**src/rtl/ws281x_pkg.sv**
```systemverilog
`default_nettype none
// ============================================================================
// ws281x_pkg : FSM encoding and default WS281x timing (50 MHz clock) shared
//              by the serializer and its per-lane shifters.  Rev 1.0
// ============================================================================
package ws281x_pkg;

    typedef enum logic [1:0] {
        IDLE = 2'd0,
        SEND = 2'd1,
        GAP  = 2'd2
    } state_t;

    localparam int unsigned T0H  = 18;
    localparam int unsigned T1H  = 35;
    localparam int unsigned TSUM = 63;
    localparam int unsigned TRST = 15000;

endpackage

`default_nettype wire

```
**src/rtl/ws281x_lane_shift.sv**
```systemverilog
`default_nettype none
// ============================================================================
// ws281x_lane_shift : one lane's pixel shift register and registered NRZ
//                     pulse comparator, driven by the shared timing engine.
// Rev 1.0
// ============================================================================
module ws281x_lane_shift
    import ws281x_pkg::*;
#(
    parameter int WORD_W = 24,
    parameter int TIM_W  = 8
) (
    input  logic              clk_in,
    input  logic              rst_n_in,
    input  logic              load_i,
    input  logic              shift_i,
    input  logic              send_i,
    input  logic [TIM_W-1:0]  cyc_i,
    input  logic [TIM_W-1:0]  t0h_i,
    input  logic [TIM_W-1:0]  t1h_i,
    input  logic [WORD_W-1:0] data_i,
    output logic              code_o
);

    logic [WORD_W-1:0] sr_q;
    logic [WORD_W-1:0] sr_d;
    logic              code_q;
    logic              code_d;
    logic [TIM_W-1:0]  thr;

    // The comparator looks at next-cycle values so the line is registered
    // yet already valid in the first cycle after a load or shift.
    always_comb begin
        sr_d = sr_q;
        if (load_i) begin
            sr_d = data_i;
        end else if (shift_i) begin
            sr_d = {sr_q[WORD_W-2:0], 1'b0};
        end
        thr    = sr_d[WORD_W-1] ? t1h_i : t0h_i;
        code_d = send_i && (cyc_i < thr);
    end

    always_ff @(posedge clk_in or negedge rst_n_in) begin
        if (!rst_n_in) begin
            sr_q   <= '0;
            code_q <= 1'b0;
        end else begin
            sr_q   <= sr_d;
            code_q <= code_d;
        end
    end

    assign code_o = code_q;

endmodule

`default_nettype wire

```
**src/rtl/ws281x_serializer.sv**
```systemverilog
`default_nettype none
// ============================================================================
// ws281x_serializer : multi-lane WS281x NRZ line encoder with a shared bit
//                     timing engine and a programmable frame latch gap.
// Rev 1.0
// ============================================================================
module ws281x_serializer
    import ws281x_pkg::*;
#(
    parameter int CH_NUM = 4,
    parameter int WORD_W = 24,
    parameter int TIM_W  = 8,
    parameter int RST_W  = 16
) (
    input  logic                     clk_in,
    input  logic                     rst_n_in,
    input  logic [TIM_W-1:0]         t0h_cnt_in,
    input  logic [TIM_W-1:0]         t1h_cnt_in,
    input  logic [TIM_W-1:0]         tim_sum_in,
    input  logic [RST_W-1:0]         rst_cnt_in,
    input  logic                     word_vld_in,
    input  logic                     word_last_in,
    input  logic [CH_NUM*WORD_W-1:0] word_data_in,
    output logic                     word_rdy_out,
    output logic [CH_NUM-1:0]        bit_code_out,
    output logic                     word_done_out,
    output logic                     frame_done_out,
    output logic                     underrun_out
);

    localparam int IDX_W = (WORD_W > 1) ? $clog2(WORD_W) : 1;

    state_t             state_q,  state_d;
    logic [TIM_W-1:0]   cyc_q,    cyc_d;
    logic [IDX_W-1:0]   idx_q,    idx_d;
    logic [RST_W-1:0]   gap_q,    gap_d;
    logic               last_q,   last_d;
    logic [TIM_W-1:0]   t0h_q,    t0h_d;
    logic [TIM_W-1:0]   t1h_q,    t1h_d;
    logic [TIM_W-1:0]   period_q, period_d;
    logic [RST_W-1:0]   rstc_q,   rstc_d;
    logic               word_done_q, word_done_d;
    logic               frame_done_q, frame_done_d;
    logic               underrun_q, underrun_d;

    logic               lane_load;
    logic               lane_shift;
    logic               accept;
    logic               bit_end;
    logic               word_end;
    logic [TIM_W-1:0]   period_in;

    assign period_in = (tim_sum_in < TIM_W'(2)) ? TIM_W'(2) : tim_sum_in;
    assign bit_end   = (state_q == SEND) && (cyc_q == period_q - TIM_W'(1));
    assign word_end  = bit_end && (idx_q == IDX_W'(WORD_W - 1));

    // Reset gates ready so nothing upstream sees a handshake while held.
    assign word_rdy_out = rst_n_in && ((state_q == IDLE) || (word_end && !last_q));
    assign accept       = word_vld_in && word_rdy_out;

    always_comb begin
        state_d      = state_q;
        cyc_d        = cyc_q;
        idx_d        = idx_q;
        gap_d        = gap_q;
        last_d       = last_q;
        t0h_d        = t0h_q;
        t1h_d        = t1h_q;
        period_d     = period_q;
        rstc_d       = rstc_q;
        word_done_d  = 1'b0;
        frame_done_d = 1'b0;
        underrun_d   = 1'b0;
        lane_load    = 1'b0;
        lane_shift   = 1'b0;

        if (accept) begin
            t0h_d    = t0h_cnt_in;
            t1h_d    = t1h_cnt_in;
            period_d = period_in;
            rstc_d   = rst_cnt_in;
            last_d   = word_last_in;
        end

        case (state_q)
            IDLE: begin
                if (accept) begin
                    state_d   = SEND;
                    lane_load = 1'b1;
                    cyc_d     = '0;
                    idx_d     = '0;
                end
            end
            SEND: begin
                if (bit_end) begin
                    cyc_d = '0;
                    if (word_end) begin
                        word_done_d = 1'b1;
                        idx_d       = '0;
                        if (last_q) begin
                            if (rstc_q != '0) begin
                                state_d = GAP;
                                gap_d   = '0;
                            end else begin
                                state_d      = IDLE;
                                frame_done_d = 1'b1;
                            end
                        end else if (accept) begin
                            lane_load = 1'b1;
                        end else begin
                            state_d    = IDLE;
                            underrun_d = 1'b1;
                        end
                    end else begin
                        idx_d      = idx_q + IDX_W'(1);
                        lane_shift = 1'b1;
                    end
                end else begin
                    cyc_d = cyc_q + TIM_W'(1);
                end
            end
            GAP: begin
                if (gap_q == rstc_q - RST_W'(1)) begin
                    state_d      = IDLE;
                    frame_done_d = 1'b1;
                end else begin
                    gap_d = gap_q + RST_W'(1);
                end
            end
            default: state_d = IDLE;
        endcase
    end

    always_ff @(posedge clk_in or negedge rst_n_in) begin
        if (!rst_n_in) begin
            state_q      <= IDLE;
            cyc_q        <= '0;
            idx_q        <= '0;
            gap_q        <= '0;
            last_q       <= 1'b0;
            t0h_q        <= '0;
            t1h_q        <= '0;
            period_q     <= '0;
            rstc_q       <= '0;
            word_done_q  <= 1'b0;
            frame_done_q <= 1'b0;
            underrun_q   <= 1'b0;
        end else begin
            state_q      <= state_d;
            cyc_q        <= cyc_d;
            idx_q        <= idx_d;
            gap_q        <= gap_d;
            last_q       <= last_d;
            t0h_q        <= t0h_d;
            t1h_q        <= t1h_d;
            period_q     <= period_d;
            rstc_q       <= rstc_d;
            word_done_q  <= word_done_d;
            frame_done_q <= frame_done_d;
            underrun_q   <= underrun_d;
        end
    end

    for (genvar k = 0; k < CH_NUM; k++) begin : g_lane
        ws281x_lane_shift #(
            .WORD_W (WORD_W),
            .TIM_W  (TIM_W)
        ) u_lane (
            .clk_in   (clk_in),
            .rst_n_in (rst_n_in),
            .load_i   (lane_load),
            .shift_i  (lane_shift),
            .send_i   (state_d == SEND),
            .cyc_i    (cyc_d),
            .t0h_i    (t0h_d),
            .t1h_i    (t1h_d),
            .data_i   (word_data_in[k*WORD_W +: WORD_W]),
            .code_o   (bit_code_out[k])
        );
    end

    assign word_done_out  = word_done_q;
    assign frame_done_out = frame_done_q;
    assign underrun_out   = underrun_q;

endmodule

`default_nettype wire
```
**config.mk**
```make
export PLATFORM = sky130hd
export DESIGN_NAME = ws281x_serializer
export DESIGN_NICKNAME = d
export VERILOG_FILES = /design/src/rtl/ws281x_pkg.sv /design/src/rtl/ws281x_lane_shift.sv /design/src/rtl/ws281x_serializer.sv
export SDC_FILE = /design/constraint.sdc
export NUM_CORES = 1
export LEC_CHECK = 0
export ABC_AREA = 1
export ABC_CLOCK_PERIOD_IN_PS = 5650
export CORE_MARGIN = 5
export CORE_UTILIZATION = 35
export CTS_BUF_LIST = sky130_fd_sc_hd__clkbuf_16
export CTS_CLUSTER_SIZE = 12
export DETAILED_ROUTE_END_ITERATION = 10
export PLACE_DENSITY_LB_ADDON = 0.12
export SETUP_SLACK_MARGIN = 0.3
export SYNTH_ARGS = -nofsm -noshare
export SYNTH_HDL_FRONTEND = slang
export SYNTH_SLANG_ARGS = --single-unit
```
**constraint.sdc**
```tcl
create_clock -name clk_in -period 5.65 [get_ports clk_in]
set_input_delay 1.13 -clock clk_in [delete_from_list [all_inputs] [get_ports clk_in]]
set_output_delay 1.13 -clock clk_in [all_outputs]
set_load 0.05 [all_outputs]
```
# Word level (Yosys, flattened, before mapping)
# Cells that the tools add are included.
# op_classes
n_mux	58
n_eq_ne	12
reduce_logical	18
n_addsub	5
n_lt_le_gt_ge	5
# op_table
operator	n
2-to-1 mux 24 bit	8
2-to-1 mux 16 bit	5
2-to-1 mux 8 bit	9
less-than comparator 8 bit	4
case mux 16 bit (2 select lines)	1
2-to-1 mux 1 bit	20
adder 16 x 1 -> 16 bit, second input constant	1
== test 16 bit	1
case mux 8 bit (2 select lines)	1
nonzero test 16 bit	1
subtractor 16 x 1 -> 16 bit, second input constant	1
2-to-1 mux 5 bit	3
2-to-1 mux 2 bit	7
!= test 2 bit, second input constant	5
case mux 5 bit (2 select lines)	1
logical AND 1 bit	9
adder 8 x 1 -> 8 bit, second input constant	1
== test 8 bit	1
less-than comparator 8 x 2 -> 1 bit, second input constant	1
subtractor 8 x 1 -> 8 bit, second input constant	1
case mux 2 bit (3 select lines)	1
AND reduction 6 bit	1
nonzero test 2 bit	3
adder 5 x 1 -> 5 bit, second input constant	1
9 further kinds	11
# totals
inputBits	140
out_inout_bits	8
regBits	175
elab_cells	122

# Depth between registers and ports, before layout
# Gate-level depths: netlist of run 1.
# depth
depth_word	17
ltp_mapped	26
mapped_depth_nobuf	25

# Modules after synthesis
# Synthesis of run 1 repeated with hierarchy kept, for this count alone.
# unflattened
hier_cells	1231
area_unflattened_um2	10072.2
# by_module_without_submodules
module	area_each_um2	seq_area_each_um2	cells_each	instances
ws281x_serializer	4629.4	1876.8	633	1
ws281x_lane_shift (g_lane[0].u_lane ...)	1362.6	625.6	150	3
ws281x_lane_shift (g_lane[1].u_lane)	1355.0	625.6	148	1

# Worst setup path before layout of run 1
# No wires, ideal clock.
# synth_timing
path_type	register to output
start	register period_q[0]
end	output word_rdy_out
setup_slack_ns	2.388
t_arrival_ns	2.132
path_buffers	1
t_required_ns	4.520
stages_incl_launch_ff	17
cell_sequence	dfrtp_1 inv_1 ha_1 inv_1 nand2_1 nand2_1 nand2_1 nor2_1 nand2_1 nor2_1 nand2_1 nor2_4 nand4_2 nand2_2 buf_2 nand2_1 inv_1
# synth_via
elab_chain_cells	7
# synth_lines
item	line	rtl
from (decl)	ws281x_serializer.sv:40	logic [TIM_W-1:0] period_q, period_d;
from (signal assigned)	ws281x_serializer.sv:156	period_q <= period_d;
subtractor 8 x 1 -> 8 bit	ws281x_serializer.sv:54	assign bit_end = (state_q == SEND) && (cyc_q == period_q - TIM_W'(1));
== test 8 bit	ws281x_serializer.sv:54	
logical AND 1 bit	ws281x_serializer.sv:54	
logical AND 1 bit	ws281x_serializer.sv:55	assign word_end = bit_end && (idx_q == IDX_W'(WORD_W - 1));
logical AND 1 bit	ws281x_serializer.sv:58	assign word_rdy_out = rst_n_in && ((state_q == IDLE) || (word_end && !last_q));
logical OR 1 bit	ws281x_serializer.sv:58	
logical AND 1 bit	ws281x_serializer.sv:58	
to (decl)	ws281x_serializer.sv:24	output logic word_rdy_out,
# No other way between the ends.

# Worst setup path in the final report of run 1
# Ends and elaborated chain as after synthesis.

==> out/results.tsv, run 1 <==
stage	metric	value	unit
synthesis	synth.distinct_cells	43	
synthesis	yosysWarningCount	0	
synthesis	ys_ff_latch	175	
sta	worstMarginPinSlew	1.07	ns
critical_path	endpoint_kind	primary output	
drt	vias	8665	
floorplan	rows	61	
synthesis	synth_edf_count	0	
global_route	grt.overflow.total	0	
pwr	p_leak	5.52	nW
critical_path	cp_max_fo	12	
place	dp_cells	1726	
cts	clock-root-buffer	clkbuf_16	
min_path	hold_class	reg -> reg	
cts	cts.sinks	175	
cells_and_area	instances_no_fill	1758	
cts	cts.path.max_buffers	2	
pwr	ir_drop	0.196	mV
sta	relSlewSlack	28.1	%
drt	drt_iter0_markers	581	
sta	timing.final.crit_period	4.54	ns
cells_and_area	n_antenna_cell	0	
global_route	gr-max-usage-layer	met2	
global_route	globalRouteMet3Util	3.54	%
cts	cts_hold_buf	0	
sta	setup_tns	0	ns
place	numPortBuffers	147	
job	cap_violations	0	
synthesis	synth_top_area_cell	dfrtp_1	
floorplan	core	28000	um2
cells_and_area	syn2layout_area_growth	23.0	%
synthesis	syn_inst	1260	
global_route	grt_max_degree	91	
sta	setup_viol_count_final	0	
synthesis	synth_nets	1438	
floorplan	start_util	35.7	%
sta	rsz0062_at_grt	false	
place	place.detailed.hpwl	19000	um
critical_path	start_kind	register	
sta	fmax	0.220	GHz
critical_path	r2r_cells	24	
cts	clk_latency	0.43	ns
drt	drt_wl_total	26700	um
floorplan	die-width	179	um
global_route	grt_pass1_wl	43500	um
floorplan	die-area	32000	um2
critical_path	worstPathArrival	3.41	ns
global_route	grt_util_met1	23.5	%
synthesis	syn_area_per_cell	7.93	um2
cts	htreeDepth	4	
cts	path_clk_slew	0.08	ns
synthesis	synth.area.top_cells	dfrtp_1 (44%), nand2_1 (13%), nand3_1 (6.2%)	
drt	postRouteAntennaNets	0	
drt	firstDrtPassIters	5	
cts	cts_buffers	17	
synthesis	synth_top_area_share	43.8	%
critical_path	critPathRequiredTime	4.52	ns
drt	vias_per_cell	4.93	
min_path	hold_depth	2	
cells_and_area	layout_common_cells	nand2_1 (349), dfrtp_1 (175), clkdlybuf4s50_1 (146)	
global_route	grt.total_usage	16.9	%
cells_and_area	final_common_cell	nand2_1	
sta	min_period_over_period	80.3	%
synthesis	ys_seq_area_share	43.8	%
cells_and_area	drive_gt1_share	5.65	%
sta	hold_viol_final	0	
synthesis	synth-main-ff-cell	dfrtp_1	
floorplan	num_io_pins	148	
sta	slew_violations	0	
global_route	antenna_found_initial	0	
place	gp_congestion	0.810	
drt	wl_per_cell	15.2	um
global_route	grt_pass1_vias	8540	
synthesis	syn-cell-area	9990	um2
cells_and_area	final_nets	1545	
floorplan	die_y	179	um
cts	cts_tree	built	
critical_path	crit_type	reg -> out	
pwr	powerDensity	211	nW/um2
cts	post-cts-setup-buffer-count	0	
sta	skew	0.0169	ns
synthesis	synthArstFlopShare	100	%
cts	cts_resized	0	
global_route	use_met2	27.4	%
drt	route.detailed.drc	0	
outcome	outcome	completed	
[area by class of cell]
cell class | count | area, um2
fillers | 2853 | 15700
multi-input cells | 873 | 4740
flip-flops and latches | 175 | 4380
repair buffers | 155 | 1540
inverters | 145 | 547
well taps | 378 | 473
clock buffers | 17 | 425
clock inverters | 15 | 181
[report_power, final]
group / leakage [nW] / total [W] / switching (W) / internal [W]
Sequential: 2.11 / 0.00125 / 0 / 0.00125
Combinational: 3.11 / 0.000135 / 0.0000498 / 0.0000853
Clock: 0.296 / 0.00120 / 0.000600 / 0.000604
Total: 5.52 / 0.00259 / 0.000650 / 0.00194
[worst max-delay path, stage by stage (launching register included)]
cell	delay, ns
dfrtp_1	0.40
inv_1	0.17
ha_1	0.30
nand2_1	0.10
nand3_1	0.07
nand2_1	0.05
nor2_1	0.08
nand2_1	0.05
nor2_1	0.07
nand2_1	0.11
nor2_4	0.15
nand4_2	0.12
nand2_2	0.25
nand2_1	0.08
inv_1	0.14
clkdlybuf4s50_1	0.83
[metal layers]
| metal | vias to the layer above | part of all wire, % |
|---|---|---|
| li1 | 4413 | - |
| met1 | 4106 | 48 |
| met2 | 130 | 47 |
| met3 | 16 | 3.9 |
| met4 | 0 | 0.96 |
| met5 | - | 0 |
[sequential cells by signal, summed over array words and instances, names as in the netlist]
name                  count
underrun_out              1
idx_q                     5
rstc_q                   16
gap_q                    16
cyc_q                     8
t0h_q                     8
word_done_out             1
frame_done_out            1
state_q                   2
period_q                  8
g_lane.u_lane.sr_q       96
last_q                    1
t1h_q                     8
g_lane.u_lane.code_o      4
[worst paths after layout]
kind | startpoint | end | slack [ns]
max reg2reg | period_q[0] | g_lane[3].u_lane.code_o | 1.65
min in group asynchronous | rst_n_in | gap_q[9] | 0.70
max in group asynchronous | rst_n_in | g_lane[1].u_lane.sr_q[9] | 3.72
min reg2reg | idx_q[1] | idx_q[1] | 0.52
max | period_q[0] | word_rdy_out | 1.11
min | idx_q[1] | idx_q[1] | 0.52
[cells in the mapped netlist (2+ instances only)]
master,instances
a211oi_1,5
a21oi_1,23
buf_1,3
buf_2,31
buf_4,11
clkbuf_1,22
dfrtp_1,175
ha_1,38
inv_1,142
inv_2,2
nand2_1,350
nand2_2,5
nand3_1,123
nand4_1,19
nor2_1,56
nor2_2,2
nor2_4,3
nor3_1,14
nor3_2,3
nor3b_1,2
nor4_1,4
o211ai_1,44
o21a_1,2
o21ai_0,60
o21ai_1,9
o21ai_2,6
o22ai_1,5
o311ai_0,44
o31ai_1,6
or2_2,10
xnor2_1,4
xor2_1,26
[through the flow]
| stage | worst slack [ns] | util (%) | hold slack (ns) | instance area (um2) | total power [W] |
|---|---|---|---|---|---|
| 3_3_place_gp | 1.51 | 41.7 | 0.504 | 11700 | 0.00142 |
| 5_1_grt | 0.782 | 43.9 | 0.550 | 12300 | 0.00270 |
| 2_1_floorplan | 2.39 | - | 0.471 | 9990 | 0.00128 |
| 4_1_cts | 1.10 | 43.9 | 0.520 | 12300 | 0.00263 |
| 6_report | 1.11 | 43.9 | 0.515 | 12300 | 0.00259 |
| 3_5_place_dp | 1.47 | 41.7 | 0.500 | 11700 | 0.00142 |
[cell families (layout without fill, tap and decap cells)]
kind of cell / after synthesis / after routing / share of synthesized area (%)
and+or+nand+nor: 596 / 596 / 26.0
xor gates and xnor gates: 30 / 30 / 2.63
AOI/OAI and AO/OA: 209 / 209 / 14.0
adders and majority gates: 38 / 38 / 4.76
buffers and inverters: 212 / 332 / 8.77
DFF: 175 / 175 / 43.8
Note: power is estimated with default switching activity, not from simulation.
==> run 2, diff against run 1 <==
--- a/config.mk
+++ b/config.mk
@@ -6,7 +6,7 @@
 export NUM_CORES = 1
 export LEC_CHECK = 0
 export ABC_AREA = 1
-export ABC_CLOCK_PERIOD_IN_PS = 5650
+export ABC_CLOCK_PERIOD_IN_PS = 4059
 export CORE_MARGIN = 5
 export CORE_UTILIZATION = 35
 export CTS_BUF_LIST = sky130_fd_sc_hd__clkbuf_16
==> constraint.sdc (replaced) <==
create_clock -name clk_in -period 4.06 [get_ports clk_in]
set_input_delay 0.812 -clock clk_in [delete_from_list [all_inputs] [get_ports clk_in]]
set_output_delay 0.812 -clock clk_in [all_outputs]
set_load 0.05 [all_outputs]
==> out/results.tsv, run 2 (synthesized netlist as in run 1, its figures left out) <==
stage	metric	value	unit
outcome	outcome	completed	
pwr	p_leak	5.69	nW
critical_path	crit_type	reg -> out	
floorplan	core	28000	um2
sta	min_period_over_period	86.3	%
critical_path	cp_cell_sequence	inv_2, ha_2, inv_1, nand2_1, nand2_1, nand2_1, nor2_1, nand2_1, nor2_1, nand2_2, nor2_4, nand4_4, nand2_4, nand2_1, inv_1, buf_2	
place	place.detailed.hpwl	18900	um
sta	rsz0062_at_grt	false	
global_route	grt_max_degree	148	
cells_and_area	instances_no_fill	1790	
drt	wl_per_cell	15.4	um
cells_and_area	final_nets	1578	
cts	cts.path.max_buffers	2	
drt	route.detailed.drc	0	
critical_path	worstPathArrival	2.69	ns
drt	firstDrtPassIters	5	
critical_path	cp_max_fo	5	
critical_path	crit_top_cell	nand2_1	
sta	skew	0.0160	ns
sta	relSlewSlack	43.4	%
floorplan	die-width	179	um
global_route	grt_pass1_vias	8614	
cells_and_area	regMostFlops	g_lane.u_lane.sr_q	
place	gp_congestion	0.864	
cts	htreeDepth	4	
sta	timing.final.crit_period	3.51	ns
floorplan	start_util	35.7	%
cells_and_area	reg.largest.list	g_lane.u_lane.sr_q: 96 flops, gap_q: 16 flops, rstc_q: 16 flops	
sta	fmax	0.285	GHz
place	numPortBuffers	147	
global_route	grt.total_usage	17.1	%
cells_and_area	layout_common_cells	nand2_1 (341), dfrtp_1 (175), clkdlybuf4s50_1 (145)	
drt	vias	8844	
cells_and_area	largest_register_ff_count	96	
cells_and_area	utilization	45.3	%
floorplan	die-area	32000	um2
global_route	antenna_found_initial	0	
cts	path_clk_slew	0.07	ns
cells_and_area	final_common_cell	nand2_1	
drt	postRouteAntennaNets	0	
sta	slew_violations	0	
cts	cts_tree	built	
cts	cts.sinks	175	
cells_and_area	syn2layout_area_growth	26.9	%
cells_and_area	n_fill_cell	2817	
critical_path	endpoint_kind	primary output	
drt	drt_iter0_markers	565	
drt	drt_wl_total	27500	um
sta	worstMarginPinSlew	0.849	ns
cts	clock-root-buffer	clkbuf_16	
drt	vias_per_cell	4.94	
global_route	grt_pass1_wl	44200	um
sta	holdWs	0.326	ns
critical_path	critPathRequiredTime	3.25	ns
floorplan	die_y	179	um
pwr	ir_drop	0.259	mV
sta	hold_viol_final	0	
cells_and_area	n_antenna_cell	0	
critical_path	crit_slowest_cell	dfrtp_1	
sta	setup_tns	0	ns
cells_and_area	drive_gt1_share	9.07	%
critical_path	critical_path.max_stage_delay	0.40	ns
cts	cts_hold_buf	0	
global_route	grt.overflow.total	0	
place	dp_cells	1736	
cts	clk_latency	0.43	ns
critical_path	start_kind	register	
sta	setup_viol_count_final	0	
cts	cts_buffers	17	
floorplan	rows	61	
pwr	powerDensity	281	nW/um2
floorplan	num_io_pins	148	
min_path	hold_class	in -> async	
job	cap_violations	0	
-- run 2: worst paths after layout --
check / from / end / slack, ns / depth (start not counted)
max: period_q[0] / word_rdy_out / 0.55 / 16
min: rst_n_in / cyc_q[0] / 0.33 / 1
max reg2reg: period_q[0] / g_lane[1].u_lane.code_o / 0.59 / 24
min reg2reg: rstc_q[5] / rstc_q[5] / 0.52 / 2
max in group asynchronous: rst_n_in / g_lane[0].u_lane.sr_q[1] / 2.63 / 2
min in group clk_in: rstc_q[5] / rstc_q[5] / 0.52 / 2
-- run 2: final cells by class --
cell class / count / area, um2 / share of cell area, %
clock inverter: 14 / 146 / 1.15
timing repair buffer: 185 / 1830 / 14.5
sequential: 175 / 4380 / 34.5
multi-input combinational: 875 / 4850 / 38.3
inverter: 145 / 557 / 4.39
tap: 378 / 473 / 3.73
clock buffer: 17 / 425 / 3.36
timing repair inverter: 1 / 8.76 / 0.0691
-- run 2: metal layers --
layer,share of wire [%],vias to the layer above,global-route usage [%]
met5,0,-,0
li1,-,4479,-
met3,3.5,16,3.12
met1,48,4213,23.9
met2,47,136,27.9
met4,0.95,0,3.65
-- run 2: stage by stage --
stage / setup slack [ns] / instance area [um2] / power [W]
CTS: 0.300 / 12400 / 0.00362
global route: 0.302 / 12700 / 0.00370
detailed placement: 0.162 / 11800 / 0.00197
floorplan: 0.892 / 9990 / 0.00178
global placement: 0.259 / 11800 / 0.00197
finish: 0.555 / 12700 / 0.00356
-- run 2: critical path, delay by kind of cell, from the launching register on --
family,cells,cell delay (ns)
simple gates,11,1.04
buf+inv,4,0.55
flops,1,0.40
fa+ha+maj,1,0.28
-- run 2: power by group --
group / switching [W] / total [W] / internal [W]
clock network: 0.000812 / 0.00163 / 0.000818
logic: 0.0000694 / 0.000190 / 0.000120
registers: 0 / 0.00174 / 0.00174
-- run 2: timing repair --
action,4_1_cts,5_1_grt
endpoints found under the setup margin,5,5
gates resized for setup,8,37
buffers inserted,0,18
pin swaps,1,4
cloned,0,5
==> RTL edit 1 (flow settings as in run 2) <==
Re-encode `state_t` (3 states) as one-hot, 3 bits wide.
--- a/src/rtl/ws281x_pkg.sv
+++ b/src/rtl/ws281x_pkg.sv
@@ -5,10 +5,10 @@
 // ============================================================================
 package ws281x_pkg;
 
-    typedef enum logic [1:0] {
-        IDLE = 2'd0,
-        SEND = 2'd1,
-        GAP  = 2'd2
+    typedef enum logic [2:0] {
+        IDLE = 3'b001,
+        SEND = 3'b010,
+        GAP  = 3'b100
     } state_t;
 
     localparam int unsigned T0H  = 18;
Function: no difference found for any inputs over 4 cycles, from zero or initial values and one cycle with rst_n_in low; so few cycles prove little.
==> RTL edit 1 against run 2 <==
Die area fell by 1.9%. Setup slack improved by 0.021 ns. Design area down 3.3%. Via count shrank 6.3%. Critical path depth shrank 5. First-iteration DRC count fell by 3.5%. Area after synthesis shrank 2.0%. Sequential cell count is 1 higher. Highest routed layer unchanged. Wire length fell by 4.6%. Clock skew increased by 0.0035 ns. Register-to-register slack gained 0.02 ns.
Power is not compared: it rests on default switching activity, and its combinational part moved more than twofold at a synthesized area within 25%.
==> RTL edit 1: results (changes against run 2) <==
stage,metric,value,unit,change
global_route,gr-usage-met3,3.27,%,was 3.12%
global_route,grt_usage,17.2,%,was 17.1%
placement,placement.setup.worst_slack,0.275,ns,was 0.162 ns
drt,met2_routed_length,12500,µm,"was 13,000 µm"
cells_and_area,seqCellArea,4410,µm²,was 4380 µm²
global_route,met1_usage,23.9,%,about the same
drt,drt-wirelength-per-cell,15.2,µm,was 15.4 µm
worst_setup_path,reg2reg_to,g_lane[3].u_lane.code_o,,was g_lane[1].u_lane.code_o
cells_and_area,nonClockInverterCount,181,,was 146
cells_and_area,instances_no_fill,1729,,"was 1,790"
cells_and_area,non_clock_buffer_count,165,,was 185
drt,route.vias.total,8286,,"was 8,844"
global_route,globalRouteMet2Util,28.4,%,was 27.9%
cells_and_area,proportion_of_cell_area_spent_on_the_clock_network,5.02,%,was 4.51%
timing,hold_ws,0.257,ns,was 0.326 ns
run_status,outcome,"finished, final reports clean",,unchanged
drt,metal1_wirelength,12600,µm,"was 13,200 µm"
global_route,vias_in_the_first_global_route,8455,,"was 8,614"
placement,postPlaceCellArea,11600,µm²,"was 11,800 µm²"
global_route,grt_start_max_net_pins,93,,was 148
drt,wl_met3,997,µm,was 950 µm
cells_and_area,bufAreaShareNonClock,13.2,%,was 14.5%
yosys,post_synth_fa_ha_maj_area_fraction,4.34,%,was 4.76%
placement,gpl_congestion,0.870,,was 0.864
drt,dr.first_iter.drc_count,545,,was 565
cells_and_area,layout.filler_cells,2841,,"was 2,817"
worst_setup_path,timing.critical_path.fanout_max,6,,was 5
cells_and_area,multi_input_area_share,36.3,%,was 38.3%
yosys,syn_nets,1382,,"was 1,438"
yosys,netlist-cell-type-count,45,,was 43
global_route,global_route_wire_length_before_repair,43500,µm,"was 44,200 µm"
cells_and_area,proportion_of_layout_cells_with_a_drive_suffix_above_1,7.33,%,was 9.07%
worst_setup_path,worst-endpoint-arrival,2.67,ns,was 2.69 ns
timing,min_tclk_post_route,3.48,ns,was 3.51 ns
yosys,post_synth_inst_count,1208,,"was 1,260"
yosys,synth_common_cells,"sky130_fd_sc_hd__nand2_1 (361), sky130_fd_sc_hd__dfrtp_1 (175), sky130_fd_sc_hd__inv_1 (175)",,"was sky130_fd_sc_hd__nand2_1 (350), sky130_fd_sc_hd__dfrtp_1 (175), sky130_fd_sc_hd__inv_1 (142)"
[RTL edit 1: cell types whose count changed in the layout (fill, tap and decap cells not counted), moves of 6 or more]
cell | run 2 | this run
sky130_fd_sc_hd__nor2_1 | 56 | 42
sky130_fd_sc_hd__o211ai_1 | 44 | 21
sky130_fd_sc_hd__xnor2_1 | 4 | 16
sky130_fd_sc_hd__o21ai_0 | 51 | 58
sky130_fd_sc_hd__o311ai_0 | 44 | 0
sky130_fd_sc_hd__nand3_1 | 123 | 33
sky130_fd_sc_hd__o221ai_1 | 0 | 72
sky130_fd_sc_hd__inv_1 | 141 | 174
sky130_fd_sc_hd__nand2_2 | 11 | 5
sky130_fd_sc_hd__nand2_1 | 341 | 358
sky130_fd_sc_hd__nor3_1 | 14 | 23
sky130_fd_sc_hd__buf_4 | 32 | 18
[RTL edit 1: timing repair]
action | 4_1_cts | 5_1_grt
endpoints found under the setup margin | 3 | 9
buffers inserted | 0 | 3
gates resized for setup | 2 | 17
==> RTL edit 2 (flow settings as in run 2) <==
Without the edit above. `RST_W`: 16 -> 24.
--- a/src/rtl/ws281x_serializer.sv
+++ b/src/rtl/ws281x_serializer.sv
@@ -10,7 +10,7 @@
     parameter int CH_NUM = 4,
     parameter int WORD_W = 24,
     parameter int TIM_W  = 8,
-    parameter int RST_W  = 16
+    parameter int RST_W  = 24
 ) (
     input  logic                     clk_in,
     input  logic                     rst_n_in,
Interface: changed (resized rst_cnt_in); port bits go from 148 to 156. No check against the original RTL was run, so the function may have changed too.
==> RTL edit 2 against run 2 <==
Critical endpoint is now g_lane[3].u_lane.code_o. Hold slack worse by 0.015 ns. Design area is 8.7% higher. Highest routed layer is now met5. Area after synthesis is 13% higher. Wire length is 16% higher. Count of clock-buffer cells in the layout stayed put. Sequential cell count is 16 higher. Setup slack better by 0.015 ns.
Power is not compared: it rests on default switching activity, and its combinational part moved more than twofold at a synthesized area within 25%.
==> RTL edit 2: results (changes against run 2) <==
stage,metric,value,unit,change
placement,gpl_congestion,0.858,,was 0.864
worst_setup_path,top_delay_family_on_crit_path,compound AO/OA/AOI/OAI gates,,was simple AND/OR/NAND/NOR gates
yosys,synth_common_cells,"sky130_fd_sc_hd__nand2_1 (413), sky130_fd_sc_hd__dfrtp_1 (191), sky130_fd_sc_hd__inv_1 (144)",,"was sky130_fd_sc_hd__nand2_1 (350), sky130_fd_sc_hd__dfrtp_1 (175), sky130_fd_sc_hd__inv_1 (142)"
worst_setup_path,slowest_delay,0.80,ns,was 0.40 ns
worst_setup_path,slowest_stage,sky130_fd_sc_hd__o21ai_0,,was sky130_fd_sc_hd__dfrtp_1
drt,highest_routed_layer,met5,,was met4
drt,met2_routed_length,14300,µm,"was 13,000 µm"
timing,timing.clock.skew,0.0139,ns,was 0.0160 ns
placement,buffer_ports.inserted,155,,was 147
placement,postPlaceCellArea,13100,µm²,"was 11,800 µm²"
yosys,synth_xor_area_share,4.08,%,was 2.63%
global_route,vias_in_the_first_global_route,9781,,"was 8,614"
yosys,netlist-cell-type-count,50,,was 43
yosys,post_synth_main_area_contributors,"sky130_fd_sc_hd__dfrtp_1 (42%), sky130_fd_sc_hd__nand2_1 (14%), sky130_fd_sc_hd__nand3_1 (6.2%)",,"was sky130_fd_sc_hd__dfrtp_1 (44%), sky130_fd_sc_hd__nand2_1 (13%), sky130_fd_sc_hd__nand3_1 (6.2%)"
cells_and_area,layout.filler_cells,3193,,"was 2,817"
cells_and_area,proportion_of_layout_cells_with_a_drive_suffix_above_1,6.85,%,was 9.07%
cells_and_area,layout_top_registers,"g_lane.u_lane.sr_q (96), gap_q (24), rstc_q (24)",,"was g_lane.u_lane.sr_q (96), gap_q (16), rstc_q (16)"
global_route,gr-usage-met3,3.41,%,was 3.12%
run_status,outcome,"finished, final reports clean",,unchanged
global_route,grt_start_max_net_pins,95,,was 148
drt,dr.first_iter.drc_count,673,,was 565
worst_setup_path,timing.critical_path.fanout_max,6,,was 5
drt,metal1_wirelength,15900,µm,"was 13,200 µm"
yosys,syn_nets,1638,,"was 1,438"
drt,drt-wirelength-per-cell,16.1,µm,was 15.4 µm
global_route,globalRouteMet2Util,27.3,%,was 27.9%
placement,detailed_place_hpwl,23000,µm,"was 18,900 µm"
==> RTL edit 2: cell count changes after synthesis, moves of 13 or more <==
cell / run 2 / this run
sky130_fd_sc_hd__xnor2_1: 4 / 17
sky130_fd_sc_hd__o21ai_0: 60 / 16
sky130_fd_sc_hd__o311ai_0: 44 / 4
sky130_fd_sc_hd__nand2_1: 350 / 413
sky130_fd_sc_hd__dfrtp_1: 175 / 191
sky130_fd_sc_hd__nor2_1: 56 / 83
sky130_fd_sc_hd__o21ai_1: 9 / 59
sky130_fd_sc_hd__nand3_1: 123 / 140
sky130_fd_sc_hd__o311ai_1: 0 / 40
==> RTL edit 2: power by group <==
| group | switching, W | internal, W | total, W |
|---|---|---|---|
| clock | 0.000837 | 0.000820 | 0.00166 |
| sequential | 0.000410 | 0.00259 | 0.00300 |
| combinational | 0.00206 | 0.00134 | 0.00340 |
| total | 0.00331 | 0.00476 | 0.00806 |
==> RTL edit 2: metrics by stage <==
stage / std cells / utilization [%] / setup slack, ns / power (W) / hold WS [ns]
2_1_floorplan: 1452 / - / 0.897 / 0.00545 / 0.468
3_3_place_gp: 1952 / 41.4 / 0.360 / 0.00637 / 0.494
3_5_place_dp: 1952 / 41.4 / 0.312 / 0.00641 / 0.494
4_1_cts: 1984 / 43.2 / 0.304 / 0.00812 / 0.291
5_1_grt: 1994 / 43.5 / 0.281 / 0.00880 / 0.314
6_report: 1994 / 43.5 / 0.570 / 0.00806 / 0.311
==> RTL edit 2: layout make-up <==
class / count / area [µm²] / area share (%)
timing repair buffer: 181 / 1760 / 12.8
clock inverter: 15 / 154 / 1.12
sequential: 191 / 4780 / 34.7
inverter: 157 / 597 / 4.33
clock buffer: 17 / 425 / 3.09
tap: 402 / 503 / 3.65
multi-input combinational: 1031 / 5560 / 40.4
==> RTL edit 2: logic make-up after synthesis <==
kind of cell	count (synthesis)
AND/OR/NAND/NOR	732
buffers and inverters	232
AO/OA/AOI/OAI	209
flip-flops	191
XOR/XNOR	50
adder cells (fa/ha/maj)	38
==> RTL edit 2: path summary, 6_finish.rpt <==
path	start	to	slack, ns	cells past startpoint
max in group asynchronous	rst_n_in	g_lane[2].u_lane.sr_q[19]	2.52	2
min	rst_n_in	cyc_q[7]	0.31	1
min reg2reg	g_lane[1].u_lane.sr_q[0]	g_lane[1].u_lane.sr_q[0]	0.51	2
max reg2reg	period_q[0]	g_lane[3].u_lane.code_o	0.57	18
min in group clk_in	g_lane[1].u_lane.sr_q[0]	g_lane[1].u_lane.sr_q[0]	0.51	2
max	period_q[0]	g_lane[3].u_lane.code_o	0.57	18
==> RTL edit 2: repair_timing <==
action / in CTS / in global routing
gates cloned: 0 / 2
buffers inserted: 0 / 8
resized for setup: 1 / 7
endpoints found under the setup margin: 3 / 82
pin swaps: 1 / 3
hold buffers: 0 / 0
